==> config.mk <==
export PLATFORM = sky130hd
export DESIGN_NAME = stdin_word_fifo
export DESIGN_NICKNAME = d
export VERILOG_FILES = /design/src/rtl/stdin_word_fifo.sv
export SDC_FILE = /design/constraint.sdc
export NUM_CORES = 1
export LEC_CHECK = 0
export BUFFER_PORTS_ARGS = -buffer_cell sky130_fd_sc_hd__buf_2
export CAP_MARGIN = 30
export CORE_UTILIZATION = 35
export CTS_CLUSTER_DIAMETER = 30
export DETAILED_ROUTE_END_ITERATION = 12
export GPL_TIMING_DRIVEN = 0
export PLACE_DENSITY = 0.58
export REMOVE_ABC_BUFFERS = 1
export SETUP_SLACK_MARGIN = 0.3
export SKIP_CTS_REPAIR_TIMING = 1
export SKIP_LAST_GASP = 1
export SLEW_MARGIN = 20
export SYNTH_ARGS = -nofsm -noshare
export SYNTH_HDL_FRONTEND = slang
export SYNTH_SLANG_ARGS = --single-unit
==> constraint.sdc <==
create_clock -name clk_i -period 6.6 [get_ports clk_i]
set_input_delay 0.66 -clock clk_i [delete_from_list [all_inputs] [get_ports clk_i]]
set_output_delay 0.66 -clock clk_i [all_outputs]
set_load 0.01 [all_outputs]
==> src/rtl/stdin_word_fifo.sv <==
// Byte-to-word input buffer: pairs host bytes (high first) into 16-bit words and queues them
// in a first-word-fall-through FIFO. Optional flush port enabled by defining STDIN_FLUSH_EN.
module stdin_word_fifo #(
    parameter int DEPTH = 16
) (
    input  logic                     clk_i,
    input  logic                     rst_i,
    input  logic                     byte_val_i,
    input  logic [7:0]               byte_data_i,
    output logic                     byte_rdy_o,
    output logic                     word_val_o,
    output logic [15:0]              word_data_o,
    input  logic                     word_rdy_i,
    output logic [$clog2(DEPTH):0]   level_o,
`ifdef STDIN_FLUSH_EN
    input  logic                     flush_i,
`endif
    output logic                     partial_o
);

    localparam int AW = $clog2(DEPTH);

    typedef enum logic {HI = 1'b0, LO = 1'b1} state_t;

    state_t          state_reg;
    logic [7:0]      hi_reg;
    logic [AW-1:0]   wr_ptr_reg;
    logic [AW-1:0]   rd_ptr_reg;
    logic [AW:0]     level_reg;
    logic [15:0]     mem [DEPTH];

    logic            flush;
    logic            full;
    logic            accept;
    logic            push;
    logic            pop;

`ifdef STDIN_FLUSH_EN
    assign flush = flush_i;
`else
    assign flush = 1'b0;
`endif

    // Ready is decoded from registered state only, so a pop never frees space for the same edge.
    assign full       = (level_reg == DEPTH[AW:0]);
    assign byte_rdy_o = (state_reg == HI) || !full;
    assign accept     = byte_val_i && byte_rdy_o;
    assign push       = accept && (state_reg == LO);
    assign word_val_o = (level_reg != '0);
    assign pop        = word_val_o && word_rdy_i;

    assign word_data_o = word_val_o ? mem[rd_ptr_reg] : 16'h0000;
    assign level_o     = level_reg;
    assign partial_o   = (state_reg == LO);

    always_ff @(posedge clk_i) begin
        if (rst_i) begin
            state_reg  <= HI;
            hi_reg     <= 8'h00;
            wr_ptr_reg <= '0;
            rd_ptr_reg <= '0;
            level_reg  <= '0;
        end else if (flush) begin
            state_reg  <= HI;
            hi_reg     <= 8'h00;
            wr_ptr_reg <= '0;
            rd_ptr_reg <= '0;
            level_reg  <= '0;
        end else begin
            if (accept) begin
                if (state_reg == HI) begin
                    hi_reg    <= byte_data_i;
                    state_reg <= LO;
                end else begin
                    state_reg <= HI;
                end
            end
            if (push) begin
                wr_ptr_reg <= wr_ptr_reg + 1'b1;
            end
            if (pop) begin
                rd_ptr_reg <= rd_ptr_reg + 1'b1;
            end
            if (push && !pop) begin
                level_reg <= level_reg + 1'b1;
            end else if (pop && !push) begin
                level_reg <= level_reg - 1'b1;
            end
        end
    end

    // Storage is deliberately not reset; stale entries are unreachable once the pointers clear.
    always_ff @(posedge clk_i) begin
        if (push) begin
            mem[wr_ptr_reg] <= {hi_reg, byte_data_i};
        end
    end

endmodule

==> key figures <==
Worst hold path
  – Hold/Removal Path Class: in2reg

Clock network
  – Htree depth: 2
  – CTS buffer count: 51
  – Clock transition at path regs: 0.05 ns
  – Clk Latency, worst-skew pair: 0.55 ns
  – CTS Root Cell: clkbuf_16
  – Clock tree buffer depth: 3
  – Count of clock tree sinks: 282
  – CTS tree: yes

Route
  – Final WL: 23600 um
  – Vias post-DR: 5384
  – Drt pass-1 iters: 7
  – Drc violations: 0
  – Final ANT Viol Nets: 0
  – DR iter-0 viols: 515
  – Routed vias/inst: 5.17
  – DR WL/cell: 22.6 um

Placed design
  – Final HPWL DP: 13000 um
  – # port buffers: 35
  – GP Congestion: 0.725
  – Post-DP Area: 11700 um^2

Logic synthesis
  – Synth top area share: 69.8%
  – Main flop type after synthesis: edfxtp_1
  – Warning count from the yosys run: 0
  – Post-synth EDFFs: 256
  – Top-count cell post-synth: edfxtp_1
  – Cell taking the most area after synthesis: edfxtp_1
  – Post-synth ARST share: 0%
  – Post-Syn Area: 11000 um^2
  – Synth cell count leaders: edfxtp_1 (256), mux4_2 (64), nor2_1 (31)
  – Cell count after synthesis: 537
  – Largest cells by area after synthesis: edfxtp_1 (70%), mux4_2 (13%), dfxtp_1 (4.7%)
  – Sequential cell area fraction in the yosys report: 74.5%
  – Synth cell types: 39
  – #FFs+latches synth: 282
  – Avg Cell Area, Syn: 20.5 um^2

Global routing
  – GRT Total Usage: 15.1%
  – Grt ovf: 0
  – First-pass GRT wire length: 35600 um
  – Initial antenna violation count: 0
  – Pin count of the biggest net entering global routing: 38
  – Vias in the first global route: 5830

Timing
  – Final hold violations: 0
  – Crit path time final: 3.65 ns
  – Setup Viol. Count Final: 0
  – Final worst-path cycle share: 55.3%
  – Setup TNS: 0 ns
  – Clock Skew: 0.0212 ns
  – Worst-Margin Slew: 0.876 ns
  – F_max: 274 MHz
  – Final Max Tran Viols: 0
  – Unrepaired setup endpoints after global routing: no
  – Rel. slew slack: 41.1%

Critical path
  – Crit path kind: reg2out
  – Worst setup SP type: flip-flop
  – Delay-heaviest family, CP: multiplexers
  – Crit path max-delay cell type: dfxtp_4
  – CP required: 5.94 ns
  – Max incr delay on CP: 0.79 ns
  – Crit path cell chain: buf_12, mux4_2, mux2_2, a221o_1, buf_2
  – Critical-path maximum fanout: 37
  – Worst endpoint data arrival time: 2.99 ns
  – Crit path buf inv count: 2
  – CP Capture Type: output pin

Power and ir drop
  – LEAKAGE: 4.43 nW
  – Total power: 5.44 mW
  – Cell area power density: 406 nW/um^2
  – Max rail drop VDD: 241 uV

Floorplanning
  – Die Span X: 179 um
  – Die H: 179 um
  – Core area: 30700 um^2
  – # rows: 64
  – IO Pins: 36
  – Area of the die: 32200 um^2
  – Starting Density: 35.8%

Layout
  – Max reg flops: 256
  – Diodes inserted: 0
  – Share of layout cells above drive strength 1: 34.5%
  – Finished Core Util: 43.6%
  – P&R area growth vs syn: 21.6%
  – Design Area, Final: 13400 um^2
  – Nets: 629

Outcome
  – Status: complete, no violations

Flow run
  – Number of max-cap violations: 0
[logic make-up (layout without fill, tap and decap cells)]
kind of cell             count (synthesis)  count (layout)  share of synthesized area [%]
buffers and inverters                   34             143                           1.60
flip-flops                             282             282                           74.5
multiplexers                            91              91                           15.7
adder cells (fa/ha/maj)                 10              10                           1.20
AND/OR/NAND/NOR                         81              81                           3.80
XOR/XNOR                                 7               7                          0.556
AO/OA/AOI/OAI                           32              32                           2.61
[power by group]
group / switching [mW] / internal (mW) / leakage, nW
clock network: 0.828 / 1.64 / 0.810
logic: 0.431 / 0.439 / 1.08
registers: 0.107 / 2.00 / 2.54
[metrics by stage]
stage | worst slack [ns] | hold slack, ns | cells
2_1_floorplan | 2.50 | 0.476 | 510
5_1_grt | 2.80 | 0.455 | 1042
3_3_place_gp | 1.13 | 0.500 | 941
3_5_place_dp | 3.32 | 0.511 | 950
4_1_cts | 2.87 | 0.432 | 1042
6_report | 2.95 | 0.442 | 1042
[final timing paths]
path / to / from / slack [ns] / cells past startpoint
worst max-delay path: word_data_o[14] / flip-flop / 2.95 / 5
worst min-delay path: partial_o / byte_val_i / 0.44 / 3
worst max register to register: level_o[4] / level_o[0] / 3.33 / 9
worst min register to register: flip-flop / rd_ptr_reg[3] / 0.52 / 2
[per-layer routing]
| layer | up-vias | part of all wire [%] | global-route usage (%) | wire length (um) |
|---|---|---|---|---|
| met5 | - | 0 | 0 | 0 |
| met4 | 0 | 2.3 | 5.72 | 549 |
| met3 | 50 | 5.7 | 2.74 | 1350 |
| met2 | 170 | 49 | 25.0 | 11600 |
| met1 | 2815 | 43 | 19.7 | 10000 |
| li1 | 2349 | - | - | - |
[area by class of cell]
class                   instances  area (um^2)
clock buffers                  61         1360
clock inverters                31          300
fillers                      2674        17300
inverters                       7         26.3
multi-input cells             221         2670
flip-flops and latches        282         8220
well taps                     396          495
repair buffers                 44          338
[worst min-delay path, stage by stage]
cell	delay, ns
buf_2	0.13
nor2_1	0.09
nor3_1	0.05
[layout by cell type (no fill, tap or decap), types with 9 or more instances in the layout]
master and instances:
mux2_2 17, clkbuf_16 52, clkinv_2 11, buf_2 35, dfxtp_1 23, mux2i_1 10
a221o_1 16, nor2b_1 16, edfxtp_1 256, ha_1 9, nor2_1 30, mux4_2 64
(Power assumes the default switching activity.)
